$ cat src/rtl/branch_resolve_predict_unit.sv
// Branch resolution and 2-bit BHT direction predictor for the 5-stage pipeline.
// Resolves conditional branches in EX, trains the BHT, predicts for IF and counts branch events.
module branch_resolve_predict_unit #(
   parameter int         XLEN        = 64,
   parameter int         BHT_ENTRIES = 64,
   parameter logic [1:0] INIT_STATE  = 2'b01,
   parameter int         CNT_W       = 32
) (
   input  logic             clk,
   input  logic             rst_n,
   input  logic             pred_req,
   input  logic [XLEN-1:0]  pred_pc,
   output logic             pred_valid,
   output logic             pred_taken,
   input  logic             ex_valid,
   input  logic             ex_is_branch,
   input  logic [2:0]       ex_funct3,
   input  logic [XLEN-1:0]  ex_rs1,
   input  logic [XLEN-1:0]  ex_rs2,
   input  logic [XLEN-1:0]  ex_pc,
   input  logic             ex_pred_taken,
   output logic             res_valid,
   output logic             res_taken,
   output logic             res_mispredict,
   output logic             res_illegal,
   input  logic             cnt_clr,
   output logic [CNT_W-1:0] branch_cnt,
   output logic [CNT_W-1:0] mispred_cnt
);

   localparam int IDX_W = $clog2(BHT_ENTRIES);

   typedef enum logic [2:0] {
      F3_BEQ  = 3'b000,
      F3_BNE  = 3'b001,
      F3_BLT  = 3'b100,
      F3_BGE  = 3'b101,
      F3_BLTU = 3'b110,
      F3_BGEU = 3'b111
   } funct3_e;

   localparam logic [CNT_W-1:0] CNT_MAX = {CNT_W{1'b1}};
   localparam logic [CNT_W-1:0] CNT_ONE = {{(CNT_W-1){1'b0}}, 1'b1};

   logic [1:0]       bht_q [BHT_ENTRIES];
   logic [1:0]       bht_d [BHT_ENTRIES];

   logic             pred_valid_q, pred_valid_d;
   logic             pred_taken_q, pred_taken_d;
   logic             res_valid_q, res_valid_d;
   logic             res_taken_q, res_taken_d;
   logic             res_mispredict_q, res_mispredict_d;
   logic             res_illegal_q, res_illegal_d;
   logic [CNT_W-1:0] branch_cnt_q, branch_cnt_d;
   logic [CNT_W-1:0] mispred_cnt_q, mispred_cnt_d;

   logic [IDX_W-1:0] pred_idx;
   logic [IDX_W-1:0] ex_idx;
   logic             res_fire;
   logic             f3_illegal;
   logic             cond_true;
   logic             train_en;
   logic             unused_pc_bits;

   assign pred_idx = pred_pc[IDX_W+1:2];
   assign ex_idx   = ex_pc[IDX_W+1:2];
   assign unused_pc_bits = ^{pred_pc[XLEN-1:IDX_W+2], pred_pc[1:0],
                             ex_pc[XLEN-1:IDX_W+2], ex_pc[1:0]};

   assign res_fire   = ex_valid && ex_is_branch;
   assign f3_illegal = (ex_funct3[2:1] == 2'b01);
   assign train_en   = res_fire && !f3_illegal;

   // Prediction reads the pre-update table, so a same-edge train is not visible yet.
   always_comb begin
      pred_valid_d = pred_req;
      pred_taken_d = 1'b0;
      if (pred_req) begin
         pred_taken_d = bht_q[pred_idx][1];
      end
   end

   always_comb begin
      cond_true = 1'b0;
      case (funct3_e'(ex_funct3))
         F3_BEQ:  cond_true = (ex_rs1 == ex_rs2);
         F3_BNE:  cond_true = (ex_rs1 != ex_rs2);
         F3_BLT:  cond_true = ($signed(ex_rs1) <  $signed(ex_rs2));
         F3_BGE:  cond_true = ($signed(ex_rs1) >= $signed(ex_rs2));
         F3_BLTU: cond_true = (ex_rs1 <  ex_rs2);
         F3_BGEU: cond_true = (ex_rs1 >= ex_rs2);
         default: cond_true = 1'b0;
      endcase
   end

   // Illegal funct3 resolves as not-taken, so only a taken prediction counts as a mispredict.
   always_comb begin
      res_valid_d      = res_fire;
      res_taken_d      = 1'b0;
      res_mispredict_d = 1'b0;
      res_illegal_d    = 1'b0;
      if (res_fire) begin
         if (f3_illegal) begin
            res_illegal_d    = 1'b1;
            res_mispredict_d = ex_pred_taken;
         end else begin
            res_taken_d      = cond_true;
            res_mispredict_d = (cond_true != ex_pred_taken);
         end
      end
   end

   always_comb begin
      bht_d = bht_q;
      if (train_en) begin
         if (cond_true) begin
            if (bht_q[ex_idx] != 2'b11) begin
               bht_d[ex_idx] = bht_q[ex_idx] + 2'b01;
            end
         end else begin
            if (bht_q[ex_idx] != 2'b00) begin
               bht_d[ex_idx] = bht_q[ex_idx] - 2'b01;
            end
         end
      end
   end

   always_comb begin
      branch_cnt_d  = branch_cnt_q;
      mispred_cnt_d = mispred_cnt_q;
      if (cnt_clr) begin
         branch_cnt_d  = '0;
         mispred_cnt_d = '0;
      end else begin
         if (train_en && (branch_cnt_q != CNT_MAX)) begin
            branch_cnt_d = branch_cnt_q + CNT_ONE;
         end
         if (res_mispredict_d && (mispred_cnt_q != CNT_MAX)) begin
            mispred_cnt_d = mispred_cnt_q + CNT_ONE;
         end
      end
   end

   always_ff @(posedge clk) begin
      if (!rst_n) begin
         for (int i = 0; i < BHT_ENTRIES; i++) begin
            bht_q[i] <= INIT_STATE;
         end
         pred_valid_q     <= 1'b0;
         pred_taken_q     <= 1'b0;
         res_valid_q      <= 1'b0;
         res_taken_q      <= 1'b0;
         res_mispredict_q <= 1'b0;
         res_illegal_q    <= 1'b0;
         branch_cnt_q     <= '0;
         mispred_cnt_q    <= '0;
      end else begin
         bht_q            <= bht_d;
         pred_valid_q     <= pred_valid_d;
         pred_taken_q     <= pred_taken_d;
         res_valid_q      <= res_valid_d;
         res_taken_q      <= res_taken_d;
         res_mispredict_q <= res_mispredict_d;
         res_illegal_q    <= res_illegal_d;
         branch_cnt_q     <= branch_cnt_d;
         mispred_cnt_q    <= mispred_cnt_d;
      end
   end

   assign pred_valid     = pred_valid_q;
   assign pred_taken     = pred_taken_q;
   assign res_valid      = res_valid_q;
   assign res_taken      = res_taken_q;
   assign res_mispredict = res_mispredict_q;
   assign res_illegal    = res_illegal_q;
   assign branch_cnt     = branch_cnt_q;
   assign mispred_cnt    = mispred_cnt_q;

endmodule

$ cat config.mk
export PLATFORM = sky130hd
export DESIGN_NAME = branch_resolve_predict_unit
export DESIGN_NICKNAME = d
export VERILOG_FILES = /design/src/rtl/branch_resolve_predict_unit.sv
export SDC_FILE = /design/constraint.sdc
export NUM_CORES = 1
export LEC_CHECK = 0
export CORE_MARGIN = 2
export CORE_UTILIZATION = 49
export DETAILED_ROUTE_END_ITERATION = 8
export PLACE_DENSITY_LB_ADDON = 0.08
export SYNTH_ARGS = -nofsm -noshare
export SYNTH_HDL_FRONTEND = slang
export SYNTH_SLANG_ARGS = --single-unit
$ cat constraint.sdc
create_clock -name clk -period 6.7 [get_ports clk]
set_input_delay 2.01 -clock clk [delete_from_list [all_inputs] [get_ports clk]]
set_output_delay 2.01 -clock clk [all_outputs]
set_load 0.01 [all_outputs]
**After elaboration in Yosys (flattened, before gate mapping)**

Index checks and enable logic that the tools add are counted.

- Add/subtract/negate cells: 4
- Multiply operators: 0
- Divide/modulo/power cells: 0
- Magnitude comparators: 7
- Equality and inequality tests: 13
- Shift operators: 0
- Muxes and demuxes: 17
- Bitwise logic cells: 4
- Reductions and logical operators: 14

Operator list:

| cell | count |
|---|---|
| $mux 128 | 3 |
| $bwmux 128 | 2 |
| $ge 64x64->1 | 2 |
| $lt 64x64->1 | 2 |
| $add 32x1->32 const B | 2 |
| $eq 64x64->1 | 1 |
| $ne 32x32->1 const B | 2 |
| $ne 64x64->1 | 1 |
| $bmux 2 s6 | 2 |
| $ge 7x7->1 const B | 2 |
| $not 6->7 | 2 |
| $demux 2 s6 | 1 |
| $eq 3x3->1 const B | 4 |
| $mux 2 | 5 |
| $lt 7x1->1 const B | 1 |
| $pmux 1 s6 | 1 |
| $logic_and 1x1->1 | 5 |
| $reduce_and 2->1 | 2 |
| $reduce_bool 2->1 | 2 |
| $eq 3x1->1 const B | 1 |
| $logic_not 3->1 | 1 |
| $mux 1 | 3 |
| $reduce_and 3->1 | 1 |
| $reduce_or 3->1 | 1 |
| other kinds (9) | 10 |

- Register bits: 198
- Latch bits: 0
- Bits in writable memories: 0
- ROM bits: 0
- Input port bits: 266
- Output and inout bits: 70
- Memories: 0

**Depth between registers and ports, before layout**

- Depth after elaboration: 8
- Mapped depth: 20
- Mapped depth without buffers: 15

**Least setup slack after synthesis**

Ideal clock, no wire load.

- Path kind: input-to-reg
- From: input port ex_pc[2]
- To: register with a tool-made name
- Library setup time: 125 ps
- Data arrival time: 5239 ps
- Setup slack: 1336 ps
- Stages: 17
- Path buffers: 5
- Path through: clkbuf_1 nand2b_1 clkbuf_1 or2_2 clkbuf_1 o22ai_1 or4_1 a22oi_1 nand4_1 buf_2 ha_1 nor2_1 clkbuf_1 nand3_1 mux2i_1 mux2i_1 nand2_1

RTL lines:

| element | RTL line | RTL |
|---|---|---|
| start, declared | 20 | `input logic [XLEN-1:0] ex_pc,` |

**Worst setup path after layout**

- From: input port ex_pc[4]
- To: register bht_q[117] in the netlist's numbering

- Cells in the longest elaborated chain, start to end: 8

RTL lines:

| element | RTL line | RTL |
|---|---|---|
| $not 6->7 (implied by the code) * | - |  |
| $bmux 2 s6 (tied with other cells) | - |  |
| $mux 2 (implied by the code) or $logic_and 1x1->1 (tied branches) | - |  |
| $mux 2 (on tied branches) | - |  |
| $sub 2x1->2 (tied with other cells) | 122 | `bht_d[ex_idx] = bht_q[ex_idx] - 2'b01;` |
| $bwmux 128 (on tied branches) | 122, 118 |  |
| $mux 128 (on tied branches) | 121, 117 |  |
| $mux 128 | 116 | `if (cond_true) begin` |
| end signal, assigned | 158 | `bht_q <= bht_d;` |
| end, declared | 45 | `logic [1:0] bht_q [BHT_ENTRIES];` |

Mark *: on every way between the ends. The rest lies on a longest branch, timed or not. The select of a mux whose other input is x is not followed.
A chain may end at the register's enable or synchronous reset.

==> impl_results.md <==
- Final setup fails: 0
- Slew margin rel.: 36.05%
- Post-CTS resize count: 0
- Detailed Route WL: 39610 microns
- Worst setup EP type: flip-flop
- Finished layout cell area: 15360 sq um
- Core ar.: 24320 sq um
- # placed instances: 1938
- Setup TNS: 0 ns
- Boundary pin count: 336
- Die H: 161.3 microns
- PwrDens: 173.4 nW/um^2
- DR WL/cell: 20.11 microns
- F_max: 170.3 MHz
- First-pass GRT wire length: 63450 microns
- Syn Area/Cell: 8.384 sq um
- Gate Count Post-Synth: 1446
- Number of synthesized flops with an enable pin: 0
- Initial drt markers: 1235
- Cell Rows: 57
- Post-route insts no fill: 1970
- GPL Wtd Cong: 0.9485
- Antenna viol nets, final: 0
- Endpoints failing hold: 0
- Post-DP HPWL: 28020 microns
- Critical path arrival: 6.24 ns
- Hold buffers post-CTS: 0
- Via-to-Cell Ratio: 6.239
- Setup Skew: 0.01354 ns
- I/O Buffers: 219
- Actual slew at the worst max-slew pin: 0.9529 ns
- All-Layer GR Usage: 30.46%
- Register area share after synthesis: 32.70%
- Diodes inserted: 0
- Status: completed
- Most used DFF post-synth: dfxtp_1
- Starting Density: 49.85%
- Clk root buf: clkbuf_16
- DRC Markers: 0
- CP max FO: 15
- Fillers: 2107
- Worst setup SP type: primary input
- Skew-Pair Late Insertion Delay: 0.45 ns
- Vias: 12290
- Synth async-reset ratio: 0%
- Flops & latches, synth: 198
- Floorplan die width: 161.3 microns
- Post-synth net total: 1780
- P_leak: 5.813 nW
- Drt first pass iters: 7
- Share of layout cells above drive strength 1: 9.052%
- Unrepaired setup endpoints after global routing: false
- Layout Nets: 1967
- CTS clk-pin slew, worst paths: 0.08 ns
- VDD IR max: 0.1668 mV
- Post-CTS Setup Bufs: 0
- Max-Cap Viols: 0
- TritonCTS Sinks: 198
- CTS max path bufs: 2
- Fin. max-slew vios: 0
- Cts bufs inserted: 17
- Tcrit/Tclk final: 87.64%
- Pin count of the biggest net entering global routing: 84
- Max H-tree Level: 4
- Tightest Hold Check Type: reg2reg
- CTS tree: built
- Area grow syn2layout: 26.72%
- Yosys warnings: 0
- Grt total ovfl: 0
- Crit path time final: 5.872 ns
- Vias in the first global route: 12070
- Cell Area, Placed: 14750 sq um
- Die area: 26010 sq um
- Cell variety after synth: 75
- Post-Syn Area: 12120 sq um
- Critical path class: in2reg
- Initial antenna violation count: 1
- Critical Path RT: 7.07 ns
-- area by class of cell --
cell class	instances	area (sq um)	share of cell area (%)
flip-flops and latches	198	3964	25.80
repair buffers	277	2648	17.23
well taps	324	405.4	2.639
inverters	86	322.8	2.101
multi-input cells	1053	7411	48.24
clock inverters	15	186.4	1.214
clock buffers	17	425.4	2.769
-- worst max-delay path, stage by stage --
cell,delay [ns]
clkdlybuf4s50_1,0.73
inv_1,0.21
and3_1,0.46
a22o_1,0.33
a221oi_1,0.45
a311oi_1,0.20
a31oi_1,0.24
o21a_1,0.16
inv_1,0.05
ha_1,0.27
nor2b_1,0.26
mux2_4,0.24
buf_4,0.23
nand3_1,0.18
o22ai_1,0.20
-- per-stage QoR --
step	hold WS, ns	power, mW	util [%]	setup WS (ns)
finish	0.4877	2.664	63.17	0.8284
global route	0.5089	2.755	63.17	0.5955
CTS	0.4832	2.663	63.17	0.9647
detailed placement	0.4728	1.637	60.65	0.5077
global placement	0.4668	1.633	60.65	0.5533
floorplan	0.4420	1.441	-	1.336
-- metal layers --
metal	track usage (%)	share of wire, %
met1	38.74	40
met5	0	0
met4	12.78	4.0
met2	49.98	46
met3	6.882	9.5
-- cells in the final DEF, fill, tap and decap left out, drive strengths merged, types with 12 or more instances in the layout --
| master | synthesis | final |
|---|---|---|
| clkdlybuf4s50 | 0 | 218 |
| dfxtp | 198 | 198 |
| nor2 | 140 | 140 |
| nand2 | 91 | 91 |
| inv | 85 | 90 |
| nand3 | 82 | 82 |
| ha | 68 | 68 |
| a21oi | 65 | 65 |
| buf | 31 | 59 |
| mux2i | 55 | 55 |
| o21ai | 49 | 49 |
| nor4 | 42 | 42 |
| nand4 | 37 | 37 |
| o22ai | 33 | 33 |
| a41oi | 33 | 33 |
| and3 | 29 | 29 |
| a32o | 27 | 27 |
| a31oi | 26 | 26 |
| nor3 | 26 | 26 |
| and2 | 23 | 23 |
| a22oi | 21 | 21 |
| mux4 | 21 | 21 |
| xor2 | 20 | 20 |
| or3 | 17 | 17 |
| clkbuf | 78 | 17 |
| xnor2 | 15 | 15 |
| o31ai | 12 | 12 |
-- final timing paths --
path / startpoint / to / slack (ns) / depth (start not counted)
min: bht_q[105] / bht_q[105] / 0.49 / 2
max: ex_pc[4] / bht_q[117] / 0.83 / 15
max reg2reg: bht_q[29] / bht_q[117] / 3.59 / 12
min reg2reg: bht_q[105] / bht_q[105] / 0.49 / 2
-- cell usage after synthesis, types with 6 or more instances --
library cell  number  area [sq um]
clkbuf_1          78         292.8
nand2_1           91         341.6
buf_2             24         120.1
nor2_1           139         521.8
a41oi_1           33         289.0
nor3_1            20         100.1
nand3_1           82         410.4
dfxtp_1          198          3964
o31ai_1           11         82.58
and3_1            28         175.2
a32o_1            27         270.3
a221oi_1           9         78.83
o211ai_1           7         52.55
or2_2              7         43.79
or3_1             17         106.4
a22oi_1           21         157.7
o2111ai_1          6         52.55
nor4_1            40         250.2
ha_1              68         850.8
mux2i_1           55         550.5
and2_1            23         143.9
xor2_1            20         175.2
mux4_2            21         473.0
a21oi_1           64         320.3
o21a_1             9         67.56
a22o_1             6         52.55
o22ai_1           33         206.5
inv_1             85         319.1
o21ai_0           44         220.2
a31oi_1           25         156.4
o2bb2ai_1          9         78.83
xnor2_1           15         131.4
nand4_1           36         225.2
-- cell families (layout without fill, tap and decap cells) --
kind of cell | count (synthesis) | count (layout) | synth area share, %
XOR/XNOR | 35 | 35 | 2.529
buffers and inverters | 195 | 395 | 6.378
multiplexers | 81 | 81 | 8.969
AND/OR/NAND/NOR | 513 | 513 | 21.40
AO/OA/AOI/OAI | 356 | 356 | 21.01
adder cells (fa/ha/maj) | 68 | 68 | 7.018
flip-flops | 198 | 198 | 32.70
-- power by group --
group          switching [mW]  internal (mW)
registers             0.00224           1.18
logic                   0.257          0.180
clock network           0.540          0.507
total                   0.799           1.87
(Power assumes the default switching activity.)
==> variant 1 (same settings) <==
`XLEN`: 64 -> 96.
--- a/src/rtl/branch_resolve_predict_unit.sv
+++ b/src/rtl/branch_resolve_predict_unit.sv
@@ -1,7 +1,7 @@
 // Branch resolution and 2-bit BHT direction predictor for the 5-stage pipeline.
 // Resolves conditional branches in EX, trains the BHT, predicts for IF and counts branch events.
 module branch_resolve_predict_unit #(
-   parameter int         XLEN        = 64,
+   parameter int         XLEN        = 96,
    parameter int         BHT_ENTRIES = 64,
    parameter logic [1:0] INIT_STATE  = 2'b01,
    parameter int         CNT_W       = 32
Interface: changed (resized ex_pc, ex_rs1, ex_rs2 and pred_pc); port bits go from 336 to 464. No check against the original RTL was run, so the function may have changed too.
==> variant 1 against the original RTL <==
Worst setup slack got worse by 74 ps. Non-clock buffer count is 42 higher. Wire length is 2.0% higher. Area after synthesis is 1.6% higher. Power rose by 1.4%. Cell count increased by 5.1%. Cell area increased by 5.0%. Critical endpoint is now bht_q[123]$_SDFFE_PN0P_. Sequential cell count unchanged. Global-route usage fell by 0.11 points. Sequential power about the same. Synthesized cell count increased by 3.2%.
==> variant 1: results (changes against the original RTL) <==
Outcome
  • Outcome: finished, final reports clean

Clock tree
  • TritonCTS buffer count: 17 (unchanged)
  • CTS resizes: 0 (unchanged)
  • H-tree levels: 4 (unchanged)
  • Clock-pin transition on the worst setup and hold timing paths: 70 ps
  • Setup repair bufs after CTS: 0 (unchanged)
  • Root buf cell: clkbuf_16
  • Clk Latency, worst-skew pair: 450 ps (about the same)
  • Clk buf depth: 2 (unchanged)

Worst setup path
  • CP max-delay cell: clkdlybuf4s50_1
  • Crit path max-delay family: compound AO/OA/AOI/OAI gates
  • Critical Path Max Stage Delay: 770 ps (+40 ps)
  • CP arrival: 6300 ps (+60 ps)
  • Worst-path fanout max: 78 (+63)

Place
  • Post-DP HPWL: 29,800 um (+6.3%)
  • Cell Area, Placed: 15,500 um2 (+5.1%)
  • Pre-CTS WS: 388.4 ps (-119.3 ps)
  • GP Congestion: 0.9246 (-2.5%)
  • # port buffers: 283 (+29%)

GRT
  • Initial antenna violation count: 6 (+5)
  • GRT Overall Usage: 30.35% (-0.11 points)
  • First-pass GRT wire length: 62,560 um (-1.4%)
  • Vias in the first global route: 11,610 (-3.8%)
  • Largest net degree at the start of global routing: 113 (+35%)

Synth
  • Synth cell count leaders: 198 x dfxtp_1, 140 x nand2_1, 113 x inv_1
  • Avg Cell Area, Syn: 8.256 um2 (-1.5%)
  • Asr flop ratio synth: 0% (unchanged)
  • Number of synthesis warnings: 0 (unchanged)
  • Sequential area share after synthesis: 32.18% (-0.52 points)
  • Top_reg_cell synth: dfxtp_1
  • Largest cells by area after synthesis: dfxtp_1 32%, ha_1 10%, nand2_1 4.3%
  • Syn nets: 1,986 (+12%)
  • Unique cell type count in the Yosys netlist: 63 (-16%)

Layout
  • Fin nets: 2,218 (+13%)
  • Fin util: 64.59% (+1.4 points)
  • Share of layout cells above drive strength 1: 7.196% (-1.9 points)
  • Fillers: 2,153 (+2.2%)

Power
  • Part of the power in the clock network: 39.1% (-0.2 points)
  • Total Power: 2.702 mW (+1.4%)
  • Switch Pwr: 0.7807 mW (-2.3%)
  • Peak VDD IR: 0.0001683 V (+0.92%)
  • Sequential power: 1.18 mW (about the same)
  • Pleak: 6.236 nW (+7.3%)

Min path
  • Hold Crit Class: reg2reg

Drt
  • 1st-pass router iterations: 5 (-2)
  • Post-Route WL: 40,390 um (+2.0%)
  • Residual DRC: 0 (unchanged)
  • Wire per inst: 19.50 um (-3.0%)
  • Via/cell ratio: 5.956 (-4.5%)
  • Starting DRT DRC Count: 1,163 (-5.8%)

STA
  • Setup Skew: 16.40 ps (+2.860 ps)
  • Worst-Margin Slew: 1126 ps (+173.4 ps)
variant 1: cell types whose count changed after synthesis, moves of 32 or more:
cell	change
nor3_1	+45
o31ai_1	+42
o211ai_1	+41
nand2_1	+49
nand3_1	-48
nor2_1	-53
ha_1	+32
variant 1: metal layers:
| layer | part of all wire (%) | vias to the layer above | GRT usage [%] |
|---|---|---|---|
| li1 | - | 5990 | - |
| met1 | 44 | 5714 | 39.70 |
| met2 | 44 | 538 | 48.39 |
| met3 | 8.4 | 88 | 7.003 |
| met4 | 3.5 | 4 | 12.51 |
| met5 | 0.074 | - | 0 |
variant 1: layout make-up:
cell class,count,share of cell area [%]
inverters,113,2.631
repair buffers,319,19.60
clock buffers,19,2.809
well taps,330,2.561
multi-input cells,1075,46.78
diodes,4,0.06208
flip-flops and latches,198,24.58
clock inverters,13,0.9700
variant 1: kinds of logic (layout without fill, tap and decap cells):
| kind of cell | after synthesis | in the layout | synth area share, % |
|---|---|---|---|
| simple gates | 471 | 471 | 19.08 |
| compound gates | 403 | 403 | 21.64 |
| other cells | 0 | 4 | 0 |
| xor+xnor | 30 | 30 | 2.133 |
| fa+ha+maj | 100 | 100 | 10.16 |
| mux | 71 | 71 | 7.933 |
| buf+inv | 219 | 464 | 6.887 |
| flops | 198 | 198 | 32.18 |
variant 1: path summary, 6_finish.rpt:
path | from | slack, ps | cells after the start | end
worst min register to register | bht_q[121]$_SDFFE_PN0P_ | 480 | 2 | bht_q[121]$_SDFFE_PN0P_
worst max-delay path | ex_pc[3] | 750 | 13 | bht_q[123]$_SDFFE_PN0P_
worst max register to register | register | 3320 | 11 | bht_q[123]$_SDFFE_PN0P_
worst min-delay path | bht_q[121]$_SDFFE_PN0P_ | 480 | 2 | bht_q[121]$_SDFFE_PN0P_
==> variant 2 (config.mk and constraints unchanged) <==
Made on the original files. Make the reset (`rst_n`) asynchronous in one clocked block.
--- a/src/rtl/branch_resolve_predict_unit.sv
+++ b/src/rtl/branch_resolve_predict_unit.sv
@@ -141,7 +141,7 @@
       end
    end
 
-   always_ff @(posedge clk) begin
+   always_ff @(posedge clk or negedge rst_n) begin
       if (!rst_n) begin
          for (int i = 0; i < BHT_ENTRIES; i++) begin
             bht_q[i] <= INIT_STATE;
Formal check against the unedited RTL: differs if rst_n is asserted again (counterexample within 4 cycles, from zero or initial values and one cycle with rst_n low); with rst_n held inactive, the same outputs for 4 cycles.
==> variant 2 against the original RTL <==
Maximum frequency grew 2.2%. Via count down 11%. Cell area decreased by 3.0%. Area after synthesis down 2.7%. Sequential share of layout area up 8.0 points. Clock skew grew 4.0 ps. Sequential cell count did not move. Power is 13% higher. Hold slack improved by 29 ps. Critical path depth did not move. Wire length decreased by 11%. Cell count is 8.4% lower. Core utilization grew 0.13 points. Worst setup slack gained 130 ps. Critical path type unchanged. Critical endpoint is now bht_q[51]$_DFFE_PN0P_. Largest power group unchanged. Highest routed layer unchanged.
==> variant 2: results (changes against the original RTL) <==
Worst setup path
  • R2R Setup Slk: 3410 ps (-180 ps)
  • FF-to-FF path depth: 10 (-2)
  • R2R Path Start: branch_cnt[3]$_DFFE_PN0P_
  • Crit path to: bht_q[51]$_DFFE_PN0P_
  • CP startpoint: ex_pc[2]
  • FF-to-FF End: branch_cnt[27]$_DFFE_PN0P_

Synth
  • Asr flop ratio synth: 100.0% (+100 points)
  • Sequential area share after synthesis: 42.69% (+10 points)
  • Synth Area in Compound Gates: 21.94% (+0.93 points)
  • Post-Synth Adder-Cell Area: 7.214% (+0.20 points)
  • Mux contribution to synthesized area: 4.870% (-4.1 points)
  • Syn nets: 1,623 (-8.8%)
  • Post-Syn Instances: 1,289 (-11%)
  • Unique cell type count in the Yosys netlist: 60 (-20%)
  • Largest cells by area after synthesis: dfrtp_1 28%, dfstp_2 14%, a21oi_1 11%

Layout
  • Fin nets: 1,805 (-8.2%)
  • #MultiIn Comb: 939 (-11%)
  • Multi-input logic area: 6192 um2 (-16%)
  • Layout clock area frac: 3.988% (+0.0052 points)
  • Flip-flop and latch count: 198 (unchanged)
  • Buffering overhead: 16.09% (-1.1 points)
  • Clock buf count: 18 (+1)
  • ANT cells: 1 (+1)
  • Inverters: 75 (-13%)
  • Fillers: 2,040 (-3.2%)
  • Seq. cell area: 5035 um2 (+27%)
  • Share of layout cells above drive strength 1: 10.71% (+1.7 points)

Outcome
  • Outcome: finished, final reports clean

GRT
  • Vias in the first global route: 10,550 (-13%)
  • First-pass GRT wire length: 56,710 um (-11%)
  • M1 GR Usage: 39.49% (+0.75 points)
  • GRT Overall Usage: 27.78% (-2.7 points)
  • Largest net degree at the start of global routing: 107 (+27%)
  • Met2 GRT Util: 42.31% (-7.7 points)
  • Met3 Use GR: 6.981% (+0.099 points)

Drt
  • 1st-pass router iterations: 6 (-1)
  • Post-Route WL: 35,060 um (-11%)
  • Via/cell ratio: 6.074 (-2.7%)
  • WL met1: 15,210 um (-4.6%)
  • Wire length on met3: 3256 um (-14%)
  • Routed wl met2: 15,860 um (-13%)
  • Starting DRT DRC Count: 1,117 (-9.6%)
  • Wire per inst: 19.44 um (-3.3%)

STA
  • Setup Skew: 17.54 ps (+3.996 ps)
  • Worst-Margin Slew: 930.2 ps (-22.71 ps)
  • Setup slack after layout: 956.3 ps (+127.9 ps)

Place
  • Pre-CTS WS: 605.5 ps (+97.78 ps)
  • GP Congestion: 0.8782 (-7.4%)
  • Post-DP HPWL: 24,530 um (-12%)

Power
  • Part of the power in the clock network: 34.7% (-4.6 points)
  • Peak VDD IR: 0.0002073 V (+24%)
  • Switch Pwr: 0.9121 mW (+14%)
  • Pleak: 6.104 nW (+5.0%)
  • Comb. pwr: 0.605 mW (+38%)
## variant 2: changes by cell type after synthesis, sizes merged, moves of 17 or more
| cell | delta |
|---|---|
| a41oi | -33 |
| nor4 | -28 |
| nand3 | -48 |
| dfrtp | +134 |
| clkbuf | -26 |
| dfxtp | -198 |
| o21ai | -20 |
| mux2i | -52 |
| a32o | -27 |
| dfstp | +64 |
| a21oi | +185 |
| nand2 | -39 |
| a31oi | +41 |
| and3 | -17 |
## variant 2: critical path, delay by kind of cell
kind	cells	cell delay [ps]
buffers and inverters	3	1220
and+or+nand+nor	5	1270
AOI/OAI and AO/OA	6	1200
adders and majority gates	1	360
## variant 2: per-stage QoR
step                hold slack, ps  power [mW]  area [um2]
floorplan                    497.3       1.708       11790
global placement             502.3       1.963       14310
detailed placement           508.2       1.974       14310
CTS                          517.5       3.017       14900
global route                 532.8       3.140       14900
finish                       516.8       3.005       14900
